## config.mk

```make
export PLATFORM = sky130hd
export DESIGN_NAME = vga_grid_renderer
export DESIGN_NICKNAME = d
export VERILOG_FILES = /design/src/rtl/vga_grid_pkg.sv /design/src/rtl/vga_grid_renderer_sync_delay.sv /design/src/rtl/vga_grid_renderer.sv
export SDC_FILE = /design/constraint.sdc
export NUM_CORES = 1
export LEC_CHECK = 0
export CORE_MARGIN = 1
export CORE_UTILIZATION = 41
export DETAILED_ROUTE_END_ITERATION = 16
export GPL_TIMING_DRIVEN = 0
export PLACE_DENSITY = 0.75
export SLEW_MARGIN = 0
export SYNTH_ARGS = -nofsm -noshare
export SYNTH_HDL_FRONTEND = slang
export SYNTH_HIERARCHICAL = 1
export SYNTH_SLANG_ARGS = --single-unit
```

## constraint.sdc

```tcl
create_clock -name clock_25 -period 2.7 [get_ports clock_25]
set_input_delay 0.27 -clock clock_25 [delete_from_list [all_inputs] [get_ports clock_25]]
set_output_delay 0.27 -clock clock_25 [all_outputs]
set_load 0.02 [all_outputs]
```

## src/rtl/vga_grid_pkg.sv

```systemverilog
// vga_grid_pkg
// Shared constants for the VGA game-grid renderer: cell codes, grid
// geometry, playfield address width, and the row/col to address helper.
package vga_grid_pkg;

  localparam int GRID_W     = 40;  // cells per row
  localparam int GRID_H     = 30;  // cells per column
  localparam int CELL_SHIFT = 4;   // 16x16 pixel cells
  localparam int ADDR_W     = 11;  // 40*30 = 1200 cells, max index 1199

  localparam logic [1:0] CELL_EMPTY = 2'd0;
  localparam logic [1:0] CELL_BODY  = 2'd1;
  localparam logic [1:0] CELL_HEAD  = 2'd2;
  localparam logic [1:0] CELL_APPLE = 2'd3;

  // row*40 + col built from two shifts and adds, so no multiplier is
  // inferred. The shift amounts hard-code a 40-cell row.
  function automatic logic [ADDR_W-1:0] cell_index(input logic [ADDR_W-1:0] row,
                                                   input logic [ADDR_W-1:0] col);
    return (row << 5) + (row << 3) + col;
  endfunction

endpackage

```

## src/rtl/vga_grid_renderer_sync_delay.sv

```systemverilog
// sync_delay
// Fixed-depth shift register for an active-low sync strobe. It resets to
// the inactive level (1), so a flushed pipeline never emits a sync pulse.
// Ports:
//   clk   in  1 : clock
//   reset in  1 : synchronous, active-high
//   d     in  1 : sync input
//   q     out 1 : d delayed by DEPTH clocks
module sync_delay #(
  parameter int DEPTH = 3
) (
  input  logic clk,
  input  logic reset,
  input  logic d,
  output logic q
);

  logic [DEPTH-1:0] taps_reg;

  always_ff @(posedge clk) begin
    if (reset) begin
      taps_reg <= '1;
    end else begin
      taps_reg <= {taps_reg[DEPTH-2:0], d};
    end
  end

  assign q = taps_reg[DEPTH-1];

endmodule

```

## src/rtl/vga_grid_renderer.sv

```systemverilog
// vga_grid_renderer
// Turns tracker raster coordinates into a playfield cell address, reads the
// cell code back from a synchronous RAM and maps it to an RGB444 colour. The
// border ring of the grid is painted a fixed colour whatever the RAM holds.
// Colour and syncs leave together, three clocks after the tracker inputs.
// Ports:
//   clock_25          in  1  : pixel clock
//   reset             in  1  : synchronous, active-high
//   X, Y              in  10 : raster column / line
//   display_area      in  1  : (X,Y) is visible
//   h_sync_in         in  1  : active-low hsync from tracker
//   v_sync_in         in  1  : active-low vsync from tracker
//   cell_addr         out 11 : playfield RAM read address
//   cell_data         in  2  : RAM read data, one clock after cell_addr
//   vga_r/vga_g/vga_b out 4  : pixel colour
//   h_sync, v_sync    out 1  : syncs aligned to the colour stream
//   frame_pulse       out 1  : one clock per frame, on the vsync falling edge
module vga_grid_renderer #(
  parameter logic [9:0]  H_OFFSET   = 10'd48,
  parameter logic [9:0]  V_OFFSET   = 10'd34,
  parameter int          CELL_SHIFT = vga_grid_pkg::CELL_SHIFT,
  parameter int          GRID_W     = vga_grid_pkg::GRID_W,
  parameter int          GRID_H     = vga_grid_pkg::GRID_H,
  parameter logic [11:0] COL_EMPTY  = 12'h000,
  parameter logic [11:0] COL_BODY   = 12'h0A0,
  parameter logic [11:0] COL_HEAD   = 12'h0F0,
  parameter logic [11:0] COL_APPLE  = 12'hF00,
  parameter logic [11:0] COL_BORDER = 12'h888
) (
  input  logic        clock_25,
  input  logic        reset,
  input  logic [9:0]  X,
  input  logic [9:0]  Y,
  input  logic        display_area,
  input  logic        h_sync_in,
  input  logic        v_sync_in,
  output logic [10:0] cell_addr,
  input  logic [1:0]  cell_data,
  output logic [3:0]  vga_r,
  output logic [3:0]  vga_g,
  output logic [3:0]  vga_b,
  output logic        h_sync,
  output logic        v_sync,
  output logic        frame_pulse
);

  import vga_grid_pkg::*;

  // Outside the visible area these wrap around; nothing downstream uses
  // them then, because de/border are forced low and the address is held.
  logic [9:0] px;
  logic [9:0] py;
  logic [9:0] col;
  logic [9:0] row;
  logic       on_border;

  assign px  = X - H_OFFSET;
  assign py  = Y - V_OFFSET;
  assign col = px >> CELL_SHIFT;
  assign row = py >> CELL_SHIFT;

  assign on_border = (col == 10'd0) || (col == 10'(GRID_W - 1)) ||
                     (row == 10'd0) || (row == 10'(GRID_H - 1));

  // Stage 1: address, visibility and border flag.
  logic [ADDR_W-1:0] cell_addr_reg;
  logic              de1_reg;
  logic              border1_reg;

  always_ff @(posedge clock_25) begin
    if (reset) begin
      cell_addr_reg <= '0;
      de1_reg       <= 1'b0;
      border1_reg   <= 1'b0;
    end else begin
      de1_reg     <= display_area;
      border1_reg <= display_area && on_border;
      if (display_area) begin
        cell_addr_reg <= cell_index({1'b0, row}, {1'b0, col});
      end
    end
  end

  assign cell_addr = cell_addr_reg;

  // Stage 2: flags wait here while the RAM produces cell_data.
  logic de2_reg;
  logic border2_reg;

  always_ff @(posedge clock_25) begin
    if (reset) begin
      de2_reg     <= 1'b0;
      border2_reg <= 1'b0;
    end else begin
      de2_reg     <= de1_reg;
      border2_reg <= border1_reg;
    end
  end

  // Stage 3: colour lookup. Border takes priority over the cell contents.
  logic [11:0] rgb_reg;

  always_ff @(posedge clock_25) begin
    if (reset) begin
      rgb_reg <= 12'h000;
    end else if (!de2_reg) begin
      rgb_reg <= 12'h000;
    end else if (border2_reg) begin
      rgb_reg <= COL_BORDER;
    end else begin
      case (cell_data)
        CELL_EMPTY: rgb_reg <= COL_EMPTY;
        CELL_BODY:  rgb_reg <= COL_BODY;
        CELL_HEAD:  rgb_reg <= COL_HEAD;
        default:    rgb_reg <= COL_APPLE;
      endcase
    end
  end

  assign vga_r = rgb_reg[11:8];
  assign vga_g = rgb_reg[7:4];
  assign vga_b = rgb_reg[3:0];

  // Syncs ride three flops, matching the three colour stages above.
  sync_delay #(.DEPTH(3)) u_hs_delay (
    .clk   (clock_25),
    .reset (reset),
    .d     (h_sync_in),
    .q     (h_sync)
  );

  sync_delay #(.DEPTH(3)) u_vs_delay (
    .clk   (clock_25),
    .reset (reset),
    .d     (v_sync_in),
    .q     (v_sync)
  );

  // Frame pulse on the falling edge of v_sync_in. vs_armed_reg only sets
  // once v_sync_in has been seen high after reset, so leaving reset while
  // vsync is already low cannot produce a pulse.
  logic vs_prev_reg;
  logic vs_armed_reg;
  logic frame_pulse_reg;

  always_ff @(posedge clock_25) begin
    if (reset) begin
      vs_prev_reg     <= 1'b1;
      vs_armed_reg    <= 1'b0;
      frame_pulse_reg <= 1'b0;
    end else begin
      vs_prev_reg     <= v_sync_in;
      vs_armed_reg    <= vs_armed_reg | v_sync_in;
      frame_pulse_reg <= vs_armed_reg && vs_prev_reg && !v_sync_in;
    end
  end

  assign frame_pulse = frame_pulse_reg;

endmodule

```

=== After elaboration in Yosys (flattened, before gate mapping) ===
Cells that the tools add are included.

* Bitwise logic cells: 2
* $add $sub $neg: 4
* Reduce and logical (&&, ||, !) cells: 12
* Equal/unequal tests: 4
* Muxes and demuxes: 2

{| class="wikitable"
|+ Operators with widths
! operator !! count
|-
| $pmux W12 S3 || 1
|-
| $logic_not A10 Y1 || 2
|-
| $sub A10 B6 Y10 const B || 2
|-
| $mux W12 || 1
|-
| $add A11 B6 Y11 || 1
|-
| $add A11 B9 Y11 || 1
|-
| $eq A6 B5 Y1 const B || 1
|-
| $eq A6 B6 Y1 const B || 1
|-
| $logic_and A1 B1 Y1 || 3
|-
| $logic_or A1 B1 Y1 || 3
|-
| $reduce_or A3 Y1 || 1
|-
| $eq A2 B1 Y1 const B || 1
|-
| $eq A2 B2 Y1 const B || 1
|-
| $logic_not A2 Y1 || 1
|-
| $reduce_or A2 Y1 || 1
|-
| $logic_not A1 Y1 || 1
|-
| $not A1 Y1 || 1
|-
| $or A1 B1 Y1 || 1
|}

* Word-level logic and storage cells: 36
* Output and inout port bits: 26
* Bits in registers: 36
* Input port bits: 27

=== Logic depth before layout (Yosys ltp) ===
Gate-level depths: netlist of the first run.

* Depth after elaboration: 6
* Gate-level depth with buffers: 11
* Mapped depth without buffers: 11

=== Modules after synthesis ===
Netlist of the first run, hierarchy kept.

{| class="wikitable"
|+ By module, submodules not included
! module !! instances !! sequential area each (µm²) !! area each (µm²) !! cells each
|-
| vga_grid_renderer || 1 || 480.5 || 1477.7 || 156
|-
| sync_delay || 2 || 60.1 || 78.8 || 6
|}

=== Worst setup path after synthesis of the first run ===
Ideal clock, no wire load.

* Kind: input port to flip-flop
* Start point: in X[4]
* End point: reg cell_addr_reg[10], in the netlist cell_addr[10]
* Data required time: 2.557 ns
* Data arrival time: 2.425 ns
* Setup slack: 0.132 ns
* Stages: 10
* Path buffers: 0
* Cell sequence: a2111oi_2 -> xnor2_1 -> xor2_1 -> ha_1 -> fa_1 -> a21o_1 -> nand4_1 -> and4b_1 -> xor2_1 -> a211oi_1

* Word-level cells in the longest chain between the ends: 2

{| class="wikitable"
|+ RTL lines
! item !! line !! source
|-
| from (decl) || vga_grid_renderer.sv:32 || <nowiki>input logic [9:0] X,</nowiki>
|-
| $sub A10 B6 Y10 || vga_grid_renderer.sv:57 || <nowiki>assign px = X - H_OFFSET;</nowiki>
|-
| $add A11 B6 Y11 || vga_grid_pkg.sv:20 || <nowiki>return (row << 5) + (row << 3) + col;</nowiki>
|-
| to (signal assigned) || vga_grid_renderer.sv:79 || <nowiki>cell_addr_reg <= cell_index({1'b0, row}, {1'b0, col});</nowiki>
|-
| to (decl) || vga_grid_renderer.sv:66 || <nowiki>logic [ADDR_W-1:0] cell_addr_reg;</nowiki>
|}

No other way between the ends.
A chain may end at the register's enable or synchronous reset.

=== Worst setup path after layout of the first run ===
* Start point: in Y[2]
* End point: reg cell_addr_reg[10], in the netlist cell_addr[10]

* Word-level cells in the longest chain between the ends: 3

{| class="wikitable"
|+ RTL lines
! item !! line !! source
|-
| from (decl) || vga_grid_renderer.sv:33 || <nowiki>input logic [9:0] Y,</nowiki>
|-
| $sub A10 B6 Y10 || vga_grid_renderer.sv:58 || <nowiki>assign py = Y - V_OFFSET;</nowiki>
|-
| $add A11 B9 Y11 || vga_grid_pkg.sv:20 ||
|-
| $add A11 B6 Y11 || vga_grid_pkg.sv:20 ||
|}

No other way between the ends.

==> summary.txt, run 1 <==
Status
  • Status: finished clean

Die
  • Ports: 53
  • Die ar.: about 4200 um2
  • Initial Util: a little over two fifths
  • Die Y: roughly 65 um
  • Core area: roughly 3700 um2
  • Die W: 65.16 um
  • Row cnt: 22

Place
  • Cells after DPL: roughly 260
  • IO buf count: between 40 and 50
  • Post-place setup slack: -0.6246 ns
  • GPL Wtd Cong: just under 0.8
  • Placed Instance Area: 2133 um2
  • Detail Placement HPWL: about 2300 um

STA
  • Slew margin rel.: roughly 66%
  • Sum Neg Setup Slack: 0 ns
  • # setup viols final: 0
  • Slew @ Worst Pin: approximately 0.50 ns
  • Final min period: roughly 2.6 ns
  • Final Cycle Share: between 90 and 100%
  • Pins Over Slew Limit: 0
  • Endpoints failing hold: 0
  • Fmax: 385.2 MHz
  • Final WS setup: roughly 0.10 ns
  • Setup Skew: about 0.00044 ns

Cells and area
  • Final instance area: approximately 2400 um2
  • P&R area growth vs syn: 44.53%
  • Final Non-Filler Cells: about 270
  • Number of inserted diodes: 0
  • Max reg flops: 11
  • Share of cells above drive strength 1: ~17%
  • Final Net Count: around 270

Setup path
  • WP data required: 2.84 ns
  • Worst-path fanout max: 3
  • Worst Setup End Kind: flip-flop
  • Critical path launch point type: input port
  • Setup Crit Path Kind: in2reg
  • CP Data Arrival Time: about 2.7 ns

Synth
  • Yosys cell types: 38
  • Main flop type after synthesis: dfxtp_1
  • Leading post-synthesis cells by cell area: dfxtp_1 (37%), ha_1 (13%), mux2i_1 (5.5%)
  • Cell taking the most area after synthesis: dfxtp_1
  • Syn avg cell area: around 9.7 um2
  • Register area share after synthesis: a little under two fifths
  • Syn Inst Count: 168
  • Most frequent cell after synthesis: dfxtp_1
  • Ys Warns: 6
  • Commonest cells in the netlist: dfxtp_1 (30), nor2_1 (23), ha_1 (17)
  • Post-Syn Area: around 1600 um2
  • EDFF count, synth: 0
  • Post-synth ARST share: 0%
  • Yosys reg bits: 30
  • Yosys top cell area share: between 30% and 40%

Global route
  • First-pass GRT wire length: 5188 um
  • Initial antenna violation count: 0
  • Largest net degree at the start of global routing: 11
  • Vias in the first global route: around 1300
  • GRT overflow: 0
  • All-Layer GR Usage: between 10% and 20%

Clock tree
  • Inserted Clock Buffers: 5
  • CTS tree: yes
  • Root buf cell: clkbuf_8
  • Post-CTS Hold Buffers: 0
  • Clk slew on worst S/H paths: approximately 0.060 ns
  • Clock latency at the later pin of the worst-skew pair: about 0.28 ns
  • H-tree depth: 2
  • Clk buf depth: 2
  • Clock Sinks: 30

Power
  • Leak Pwr: slightly above 1 nW
  • Peak supply drop: around 0.45 mV
  • PD cells: ~530 nW/um2

Detailed routing
  • DR vias: 1320
  • Drt wl/cell: 11.52 um
  • Detailed Routing Iterations Pass 1: 4
  • DRC viols: 0
  • Final wirelength: ~3100 um
  • 1st-iter DRT viols: roughly 40
  • Via-per-instance ratio: roughly 4.9
  • Routed Antenna Nets: 0

Hold path
  • HP Class: reg2reg

Flow run
  • Max-Cap Viols: 0
timing repair:
action / in CTS / in global routing
hold endpoints to repair: 0 / 0
pin swaps: 3 / 3
setup buffers: 2 / 1
gates resized for setup: 18 / 19
endpoints found under the setup margin: 4 / 3
cell usage in the layout (no fill, tap or decap), types with 4 or more instances in the layout:
cell	count
clkdlybuf4s50_1	31
dfxtp_1	30
nor2_1	23
ha_1	15
mux2i_1	9
buf_4	9
inv_1	6
clkbuf_8	6
or2_1	6
xnor2_1	5
a211oi_1	5
dlygate4sd2_1	5
nand2_1	4
a21oi_1	4
nor3_1	4
cell type report:
cell class	instances	area (um2)
Clock buffer	6	82.58
Multi-Input combinational cell	124	1085
Tap cell	48	60.06
Buffer	10	60.06
Timing Repair Buffer	46	440.4
Inverter	6	22.52
Sequential cell	30	600.6
Clock inverter	2	12.51
Fill cell	325	1380
report_power, final:
group          leakage [nW]  switching, W  internal (W)
Clock                0.0472      0.000160      0.000204
Sequential            0.247     0.0000143      0.000476
Combinational         0.723      0.000198      0.000196
metrics by stage:
| stage | hold WS, ns | total power (W) | util [%] |
|---|---|---|---|
| finish | 0.4128 | 0.001248 | 63.14 |
| global route | 0.4381 | 0.001326 | 63.14 |
| CTS | 0.4061 | 0.001240 | 60.93 |
| detailed placement | 0.3891 | 0.0008672 | 56.99 |
| global placement | 0.3859 | 0.0008644 | 56.99 |
| floorplan | 0.3671 | 0.0007348 | - |
layer usage:
layer | vias up | global-route usage (%) | share of wire, % | wire length [um]
met1 | 594 | 16.61 | 43 | 1341
met3 | 8 | 5.208 | 5.6 | 175
li1 | 681 | - | - | -
met4 | 0 | 7.880 | 1.8 | 55
met2 | 37 | 29.30 | 50 | 1561
met5 | - | 0 | 0 | 0
cells by family (layout without fill, tap and decap cells):
family	Yosys count	after routing	share of synthesized area, %
buffers and inverters	16	70	5.049
other	1	3	0.2293
DFF	30	30	36.73
and+or+nand+nor	59	59	18.98
muxes	9	9	5.509
xor gates and xnor gates	14	14	8.646
AOI/OAI and AO/OA	21	21	10.64
adders and majority gates	18	18	14.23
critical path: stages:
cell and delay (ns):
dlygate4sd2_1 0.32, o41ai_4 0.41, buf_4 0.20, xor2_4 0.18, ha_4 0.23, fa_2 0.40, a21o_1 0.20, nand4_1 0.08
and4b_1 0.20, xor2_1 0.16, a211oi_1 0.08
path summary, 6_finish.rpt:
kind	from	slack [ns]	end	depth (start not counted)
worst max-delay path	Y[2]	0.10	cell_addr[10]	11
worst min-delay path	u_hs_delay/taps_reg[1]	0.41	u_hs_delay/taps_reg[2]	1
worst min register to register	u_hs_delay/taps_reg[1]	0.41	u_hs_delay/taps_reg[2]	1
worst max register to register	cell_addr[9]	1.93	cell_addr[9]	2
Note: power is estimated with default switching activity, not from simulation.
==> run 2: changes to the inputs <==
Settings changed: CTS_CLUSTER_SIZE from default to 20.
==> results of run 2 <==
Final layout, timing and power as in run 1 (identical DEF).
==> run 3: changes to the inputs <==
Settings changed: CORE_MARGIN 1 to default, SLEW_MARGIN 0 to default.
==> results of run 3 <==
Final layout, timing and power as in run 1 (identical DEF).
